<file path="config.mk">
export PLATFORM = sky130hd
export DESIGN_NAME = mant_shift_norm
export DESIGN_NICKNAME = d
export VERILOG_FILES = /design/src/rtl/mant_shift_norm.sv
export SDC_FILE = /design/constraint.sdc
export NUM_CORES = 1
export LEC_CHECK = 0
export CELL_PAD_IN_SITES_DETAIL_PLACEMENT = 0
export CELL_PAD_IN_SITES_GLOBAL_PLACEMENT = 1
export CORE_AREA = 2 2 84 86
export DETAILED_ROUTE_END_ITERATION = 8
export DIE_AREA = 0 0 86 88
export PLACE_DENSITY = 0.85
export RECOVER_POWER = 50
export SLEW_MARGIN = 25
export SYNTH_ARGS = -nofsm -noshare
export SYNTH_HDL_FRONTEND = slang
export SYNTH_SLANG_ARGS = --single-unit
</file>
<file path="constraint.sdc">
create_clock -name clk -period 2.4 [get_ports clk]
set_clock_uncertainty 0.2 [all_clocks]
set_input_delay 0.24 -clock clk [delete_from_list [all_inputs] [get_ports clk]]
set_output_delay 0.24 -clock clk [all_outputs]
set_load 0.005 [all_outputs]
</file>
<file path="src/rtl/mant_shift_norm.sv">
// ---------------------------------------------------------------------------
// mant_shift_norm
//
// Mantissa shift/normalise unit for the FP adder datapath. A mantissa is
// loaded in parallel, then one of two operations runs to completion under a
// start/busy/done handshake:
//   ALIGN - right shift by align_amt, ORing every bit lost on the right into
//           a sticky flag (exponent alignment).
//   NORM  - left shift until the MSB is set, counting the shifts in norm_cnt
//           (exponent adjust after subtraction).
//
// Build option:
//   MANT_SHIFT_FAST_ALIGN_EN - when defined, ALIGN completes in a single edge
//   through a barrel shifter and the ALIGN state is never entered. When
//   undefined, ALIGN shifts one bit per cycle.
//
// Ports:
//   clk          clock, all state updates on the rising edge
//   rst          synchronous active-low reset (0 = reset)
//   ld           parallel load of par_in (honoured only in IDLE)
//   par_in       mantissa to load
//   start_align  begin ALIGN (honoured only in IDLE)
//   align_amt    right-shift amount, sampled with start_align
//   start_norm   begin NORM (honoured only in IDLE)
//   mant_out     current mantissa register
//   sticky       OR of every bit shifted out on the right since the last ld
//   norm_cnt     left shifts performed by the last NORM
//   busy         high while in ALIGN or NORM
//   done         one-cycle completion pulse
//   zero         mant_out == 0
// ---------------------------------------------------------------------------
module mant_shift_norm #(
    parameter int WIDTH   = 24,
    parameter int SHAMT_W = 5
) (
    input  logic               clk,
    input  logic               rst,
    input  logic               ld,
    input  logic [WIDTH-1:0]   par_in,
    input  logic               start_align,
    input  logic [SHAMT_W-1:0] align_amt,
    input  logic               start_norm,
    output logic [WIDTH-1:0]   mant_out,
    output logic               sticky,
    output logic [SHAMT_W-1:0] norm_cnt,
    output logic               busy,
    output logic               done,
    output logic               zero
);

    localparam logic [1:0] ST_IDLE  = 2'd0;
    localparam logic [1:0] ST_ALIGN = 2'd1;
    localparam logic [1:0] ST_NORM  = 2'd2;
    localparam logic [1:0] ST_DONE  = 2'd3;

    logic [1:0]         state_q, state_d;
    logic [WIDTH-1:0]   mant_q, mant_d;
    logic               sticky_q, sticky_d;
    logic [SHAMT_W-1:0] norm_cnt_q, norm_cnt_d;
    logic [SHAMT_W-1:0] cnt_q, cnt_d;

`ifdef MANT_SHIFT_FAST_ALIGN_EN
    // OR of the bits that the barrel shift drops off the right; an amount at
    // or beyond WIDTH drops every bit.
    logic lost_bits;

    always_comb begin
        lost_bits = 1'b0;
        for (int i = 0; i < WIDTH; i++) begin
            if (i < int'(align_amt)) begin
                lost_bits = lost_bits | mant_q[i];
            end
        end
    end
`endif

    always_comb begin
        state_d    = state_q;
        mant_d     = mant_q;
        sticky_d   = sticky_q;
        norm_cnt_d = norm_cnt_q;
        cnt_d      = cnt_q;

        case (state_q)
            ST_IDLE: begin
                if (ld) begin
                    mant_d     = par_in;
                    sticky_d   = 1'b0;
                    norm_cnt_d = '0;
                end else if (start_align) begin
`ifdef MANT_SHIFT_FAST_ALIGN_EN
                    mant_d   = mant_q >> align_amt;
                    sticky_d = sticky_q | lost_bits;
                    state_d  = ST_DONE;
`else
                    if (align_amt == '0) begin
                        state_d = ST_DONE;
                    end else if (int'(align_amt) >= WIDTH) begin
                        // Everything falls off the right in one go.
                        mant_d   = '0;
                        sticky_d = sticky_q | (|mant_q);
                        state_d  = ST_DONE;
                    end else begin
                        cnt_d   = align_amt;
                        state_d = ST_ALIGN;
                    end
`endif
                end else if (start_norm) begin
                    norm_cnt_d = '0;
                    // Zero can never normalise and an already-set MSB needs
                    // no shifting, so both finish immediately.
                    if ((mant_q == '0) || mant_q[WIDTH-1]) begin
                        state_d = ST_DONE;
                    end else begin
                        state_d = ST_NORM;
                    end
                end
            end

            ST_ALIGN: begin
                mant_d   = {1'b0, mant_q[WIDTH-1:1]};
                sticky_d = sticky_q | mant_q[0];
                cnt_d    = cnt_q - SHAMT_W'(1);
                if (cnt_q == SHAMT_W'(1)) begin
                    state_d = ST_DONE;
                end
            end

            ST_NORM: begin
                mant_d     = {mant_q[WIDTH-2:0], 1'b0};
                norm_cnt_d = norm_cnt_q + SHAMT_W'(1);
                // The bit about to become the MSB is already set, so this is
                // the last shift; this also caps NORM at WIDTH-1 shifts.
                if (mant_q[WIDTH-2]) begin
                    state_d = ST_DONE;
                end
            end

            ST_DONE: begin
                state_d = ST_IDLE;
            end

            default: begin
                state_d = ST_IDLE;
            end
        endcase
    end

    always_ff @(posedge clk) begin
        if (!rst) begin
            state_q    <= ST_IDLE;
            mant_q     <= '0;
            sticky_q   <= 1'b0;
            norm_cnt_q <= '0;
            cnt_q      <= '0;
        end else begin
            state_q    <= state_d;
            mant_q     <= mant_d;
            sticky_q   <= sticky_d;
            norm_cnt_q <= norm_cnt_d;
            cnt_q      <= cnt_d;
        end
    end

    assign mant_out = mant_q;
    assign sticky   = sticky_q;
    assign norm_cnt = norm_cnt_q;
    assign busy     = (state_q == ST_ALIGN) || (state_q == ST_NORM);
    assign done     = (state_q == ST_DONE);
    assign zero     = (mant_q == '0);

endmodule

</file>
---- After elaboration in Yosys (flattened, before gate mapping) ----
Index checks and enable logic that the tools add are counted.
Widths: inputs -> output; s select.
storage, ports and cells
  flip-flop bits (word level) ............. 37
  bits of input ports ..................... 34
  output and inout port bits .............. 33
  word-level logic and storage cells ...... 68
operators by class
  add/subtract/negate cells ............... 2
  magnitude comparators ................... 1
  equality and inequality tests ........... 16
  mux-type cells .......................... 28
  bitwise operators ....................... 2
  reduce and logical (&&, ||, !) cells .... 14
operator list
  kind                 count
  $mux 24              4
  $pmux 24 s3          1
  $mux 5               7
  $logic_not 24->1     1
  $reduce_or 24->1     1
  $pmux 5 s2           2
  $ne 3x3->1 const B   6
  $mux 2               7
  $ne 2x2->1 const B   6
  $reduce_and 4->1     3
  $pmux 2 s4           1
  $add 5x1->5 const B  1
  $eq 5x1->1 const B   1
  $ge 5x5->1 const B   1
  $logic_not 5->1      1
  $mux 1               5
  $reduce_and 5->1     1
  $sub 5x1->5 const B  1
  $eq 2x2->1 const B   2
  $reduce_bool 2->1    2
  $reduce_and 3->1     1
  $reduce_bool 3->1    1
  $eq 2x1->1 const B   1
  $logic_not 2->1      1
  other kinds (3)      5

---- Logic depth before layout (Yosys ltp) ----
  depth after elaboration ................. 7
  mapped depth ............................ 8
  depth with buffers taken out ............ 6

---- Worst setup path before layout ----
Ideal clock, no wire load.
  path type ............................... reg2reg
  start ................................... register state_q[0]
  end ..................................... register mant_q[2], in the netlist mant_out[2]
  library setup time ...................... 0.079 ns
  arrival ................................. 1.535 ns
  data required time ...................... 2.121 ns
  setup slack ............................. 0.586 ns
  stages on the path, launching flop included .. 7
  path buffers ............................ 2
  period minus slack after synthesis ...... 1.814 ns
  cells stage by stage .................... dfxtp_1 -> inv_1 -> ha_1 -> buf_2 -> buf_1 -> a22oi_1 -> a211oi_2
on the way
  word-level cells in the longest chain between the ends .. 3
  elaborated cells between the ends (all ways) .. 9
  those cells by class .................... eq/ne: 5; mux: 1; reduce/logical: 3
RTL lines
  item                                                              RTL line  text
  start: declaration                                                56        logic [1:0] state_q, state_d;
  start signal: assignment                                          157       state_q <= state_d;
  $eq 2x1->1, or another cell as far along                          84        case (state_q)
  $reduce_bool 3->1 (no line) / $ne 3x3->1 (equally long branches)  n/a
  $reduce_and 4->1 (no line)                                        n/a
  end signal: assignment                                            158       mant_q <= mant_d;
  end: declaration                                                  57        logic [WIDTH-1:0] mant_q, mant_d;
Parallel ways exist; a longest one is shown, timed or not.
A chain may end at the register's enable or synchronous reset.

---- Final worst setup path ----
  start ................................... register mant_q[19], in the netlist mant_out[19]
  end ..................................... output zero
on the way
  word-level cells in the longest chain between the ends .. 1
RTL lines
  item              RTL line  text
  $logic_not 24->1  170       assign zero = (mant_q == '0);
  end: declaration  48        output logic zero
Every way passes these cells.

==> summary.txt <==
max cap viols: 0
DR top layer: met4
Cell Rows: 30
Sequential Power Share: 0.322
Clock Root Buffer: clkbuf_8
Switch Pwr: 1398 uW
Synth Instances: 271
Synth Area per Inst: 8.444 sq um
Clock Path Buffers: 2
Synth cell types: 52
number of remaining DRC errors: 0
placed cell count: 407
unrepaired setup endpoints after global routing: no
Post-DRT Antenna Nets: 0
Sink Count: 37
Worst Setup SP: mant_out[19]
static leakage: 0.001222 uW
Setup TNS: 0 ns
Slew headroom: 0.6851
PD cells: 1013 nW/um^2
fin cells: 416
die height: 88 microns
DIE AREA: 7568 sq um
Worst VDD drop: 527.0 uV
CP endpoint kind: output pin
Fin. Hold Viols: 0
Logic pwr share: 0.531
post-DP HPWL: 4843 microns
worst path bufs/invs: 2
FMAX: 436.9 MHz
first-pass GRT wire length: 11,410 microns
WS Path Type: flop to output pin
Synth Net Count: 313
cell chain of the critical path: nor4_4 > and4_1 > nand3_2 > inv_1 > clkdlybuf4s50_1
Iteration-0 DRC Markers: 171
Overall Global Routing Usage: 0.1877
CTS H-tree lvls: 2
hold crit path type: flop to flop
M1 wire length: 3098 microns
Slew Viols, Final: 0
CP delay by family, top: simple AND/OR/NAND/NOR gates
CTS tree: done
top_reg_cell synth: dfxtp_1
clock share of power: 0.148
pin count of the biggest net entering global routing: 49
worst setup margin: 0.1110 ns
DR WL met2: 3304 microns
CP Launch Type: flop
EDFF count, synth: 0
total CTS buffers: 5
vias in the first global route: 2,284
Core Area: 6644 sq um
via/cell ratio: 5.829
synthesized area: 2288 sq um
placer congestion estimate: 0.8263
Critical Path Slowest Stage Cell: clkdlybuf4s50_1
Synthesis Warnings: 0
Hold-fix buffers, CTS: 0
Req. time, crit path: 1.96 ns
Total Power: 3243 uW
Tcrit/Tclk final: 0.9538
I/O pin total: 67
Finish-stage setup viols: 0
Clock Pin Slew Worst Setup and Hold Paths: 0.08 ns
Worst R2R Setup Slack: 0.35 ns
post-synthesis sequential area ratio: 0.3237
number of port buffers: 66
fin crit period: 2.289 ns
Crit Path Max Fanout: 5
fin nets: 377
switch share: 0.4311
worst reg2reg startpoint: state_q[1]
Tightest Pin Transition: 0.4719 ns
Cell Int Power: 1845 uW
CP max stage delay: 0.50 ns
Diodes inserted: 0
via count: 2,425
status: completed
DR WL/cell: 16.88 microns
dpl ws: 0.2358 ns
GRT overflow: 0
Post-synth ARST share: 0
die width: 86 microns
drt total wl: 7023 microns
Clk Latency, worst-skew pair: 0.30 ns
initial antenna violation count: 0
drt pass-1 iters: 5
hold path startpoint: norm_cnt[4]
Layout area overhead: 39.86%
Initial Utilization: 0.3444
crit path DAT: 1.85 ns
Synth Register Bits: 37
layout cells sized above 1: 0.1071
metal3 WL: 544 microns
-- state kept, by name, indices dropped and copies added, names as in the netlist --
| name | flops |
|---|---|
| mant_out | 24 |
| cnt_q | 5 |
| norm_cnt | 5 |
| state_q | 2 |
| sticky | 1 |
-- synthesized netlist by cell type (2+ instances only) --
cell | count | share of area
a211oi_1 | 22 | 0.072
a211oi_2 | 5 | 0.027
a21o_1 | 2 | 0.0066
a21oi_1 | 5 | 0.011
a221oi_1 | 2 | 0.0077
a22o_1 | 22 | 0.084
a22oi_1 | 22 | 0.072
a31o_2 | 3 | 0.011
a31oi_1 | 5 | 0.014
a32oi_1 | 2 | 0.0077
and2_1 | 2 | 0.0055
buf_2 | 11 | 0.024
buf_4 | 2 | 0.0066
buf_6 | 2 | 0.0098
clkbuf_1 | 6 | 0.0098
dfxtp_1 | 37 | 0.32
ha_1 | 8 | 0.044
inv_1 | 9 | 0.015
nand2_1 | 14 | 0.023
nand2b_1 | 2 | 0.0055
nand3_1 | 5 | 0.011
nor2_1 | 38 | 0.062
nor2b_1 | 4 | 0.011
nor4_1 | 6 | 0.016
o21ai_0 | 4 | 0.0087
o22ai_1 | 4 | 0.011
xnor2_1 | 2 | 0.0077
-- through the flow --
stage	hold slack, ns	instance area (sq um)	utilization
floorplan	0.2718	2288	-
global placement	0.2728	3065	0.4614
detailed placement	0.2833	3065	0.4614
CTS	0.2970	3186	0.4795
global route	0.3197	3201	0.4817
finish	0.2905	3201	0.4817
-- layer usage --
layer / up-vias / track usage
li1: 1174 / -
met1: 1128 / 0.2429
met2: 115 / 0.3066
met3: 8 / 0.04053
met4: 0 / 0.07215
met5: - / 0
-- worst register-to-register path: cells and delay by family, from the launching register on --
family / cells / cell delay [ns]
buffers and inverters: 1 / 0.12
AOI/OAI and AO/OA: 2 / 0.42
DFF: 1 / 0.35
adders and majority gates: 1 / 0.38
and+or+nand+nor: 2 / 0.48
-- layout by cell type, fill, tap and decap left out, types with 2 or more instances in the layout --
cell             Yosys  final
a211oi_1            22     22
a211oi_2             5      5
a21o_1               2      2
a21oi_1              5      5
a221oi_1             2      2
a22o_1              22     22
a22oi_1             22     22
a31o_2               3      3
a31oi_1              5      5
a32oi_1              2      2
and2_1               2      2
buf_12               0      3
buf_4                2      7
clkbuf_1             6      3
clkbuf_8             0      6
clkdlybuf4s50_1      0     42
dfxtp_1             37     36
dlygate4sd3_1        0     24
ha_1                 8      8
inv_1                9      9
nand2_1             14     14
nand2b_1             2      2
nand3_1              5      4
nor2_1              38     38
nor2b_1              4      4
nor4_2               0      4
o21ai_0              4      4
o22ai_1              4      4
xnor2_1              2      2
-- kinds of logic after synthesis --
family,share of synthesized area
flops,0.3237
simple gates,0.1657
buf+inv,0.06670
compound gates,0.3926
xor+xnor,0.007656
fa+ha+maj,0.04374
-- worst paths after layout --
check / to / cells after the start
worst max-delay path: zero / 5
worst min-delay path: norm_cnt[4] / 2
worst max register to register: sticky / 6
worst min register to register: norm_cnt[4] / 2
-- area by class of cell --
cell class                      instances  area (sq um)
Sequential cell                        37         742.0
Timing Repair Buffer                   79         784.5
Tap cell                               80         100.1
Clock inverter                          2         13.76
Clock buffer                            6         82.58
Fill cell                             634          3443
Inverter                                9         33.78
Multi-Input combinational cell        203          1444
-- power groups by stage --
| stage | combinational, uW | clock (uW) | sequential [uW] |
|---|---|---|---|
| after floorplan | 1070 | 0 | 990 |
| after global placement | 1720 | 0 | 1020 |
| after detailed placement | 1730 | 0 | 1030 |
| after CTS | 1760 | 494 | 1030 |
| after global routing | 1890 | 516 | 1070 |
| final | 1720 | 478 | 1040 |
-- timing repair --
| action | CTS | global route |
|---|---|---|
| resized for setup | 4 | 7 |
| pin swaps | 1 | 3 |
| setup buffers | 0 | 1 |
| setup endpoints to repair | 1 | 1 |
No activity file was read; power rests on OpenSTA's default activity.
==> patch, RTL diff (config.mk and constraints unchanged) <==
`SHAMT_W`: 5 -> 7.
--- a/src/rtl/mant_shift_norm.sv
+++ b/src/rtl/mant_shift_norm.sv
@@ -32,5 +32,5 @@
 module mant_shift_norm #(
     parameter int WIDTH   = 24,
-    parameter int SHAMT_W = 5
+    parameter int SHAMT_W = 7
 ) (
     input  logic               clk,
Ports: changed (resized align_amt and norm_cnt); port bits go from 67 to 71. No check against the original RTL was run, so the function may have changed too.
==> patch against the unedited design <==
- utilization is 1.6 points higher
- routed wire length is 2.6% lower
- total power is 5.7% higher
- sequential share of layout area is 1.6 points higher
- synthesized area is 5.5% higher
- final area is 3.4% higher
- combinational power is 8% higher
- worst setup slack better by 13 ps
- cell count is 4.3% higher
- sequential cell count is 4 higher
- synthesized cell count is 7.4% higher
- count of clock-buffer cells in the layout stayed put
- largest power group unchanged
- highest routed layer unchanged
==> patch: results (changes against the unedited design) <==
Outcome
  – Status: finished, final reports clean

STA
  – Worst Tran Pin Value: 681 ps (+209 ps)
  – Worst setup margin: 124 ps (+12.8 ps)

Route
  – Iter 0 DRT Violations: 118 (-31%)
  – Vias: 2452 (+1.1%)
  – Drt via density: 5.65 (-3.1%)
  – M1 WL: 3.10 mm (+0.16%)
  – Pre-antenna DRT Iters: 4 (-1)

Global route
  – M1 GR Usage: 22.7% (-1.6 points)
  – First-pass GRT wire length: 11.0 mm (-3.5%)
  – GRT Total Usage: 18.0% (-0.76 points)
  – M3 GR Usage: 4.62% (+0.57 points)

Worst setup path
  – Worst R2R Path Depth: 7 (+1)
  – Worst r2r src: state_q[0]$_SDFFE_PN0P_
  – Register-to-register setup slack: 250 ps (-100 ps)
  – Reg2reg end: cnt_q[6]$_SDFFE_PN0P_

Logic synthesis
  – Average size of a mapped cell: 8.29 um^2 (-1.8%)
  – Post-synth top cells: nand2_1 (43), dfxtp_1 (41), nand3_1 (25), o211a_1 (25), a32oi_1 (24)
  – Unique masters post-synth: 45 (-13%)
  – Sequential-to-total area share from yosys stat: 34.0% (+1.6 points)

Min path
  – Hold Crit Start: cnt_q[5]$_SDFFE_PN0P_

Placement
  – Post-detail-place hpwl: 4.71 mm (-2.7%)
  – Placed cell areas: 0.00320 mm^2 (+4.5%)
  – Place WS: 70.6 ps (-165 ps)

Clocking
  – Post-CTS resize count: 0 (-4)

Final layout
  – Fraction of layout cells with a size suffix above 1: 8.19% (-2.5 points)
[patch: cell families (layout without fill, tap and decap cells)]
kind of cell / Yosys count / in the layout / share of synthesized area (%)
fa+ha+maj: 8 / 8 / 4.15
xor+xnor: 5 / 5 / 1.81
compound gates: 83 / 83 / 29.5
buf+inv: 35 / 98 / 6.58
simple gates: 117 / 117 / 23.1
flops: 41 / 41 / 34.0
mux: 2 / 2 / 0.829
[patch: area by class of cell]
type / count / area [um^2]
clock buffers: 6 / 82.6
clock inverters: 1 / 7.51
fillers: 643 / 3340
inverters: 10 / 38.8
multi-input cells: 215 / 1450
flip-flops and latches: 41 / 821
well taps: 80 / 100
repair buffers: 81 / 805
[patch: power groups by stage]
stage / Sequential (W) / Clock, W / Combinational [W]
global route: 0.00111 / 0.000511 / 0.00206
finish: 0.00109 / 0.000474 / 0.00186
global placement: 0.00110 / 0 / 0.00189
CTS: 0.00108 / 0.000486 / 0.00192
detailed placement: 0.00109 / 0 / 0.00190
floorplan: 0.00105 / 0 / 0.00122
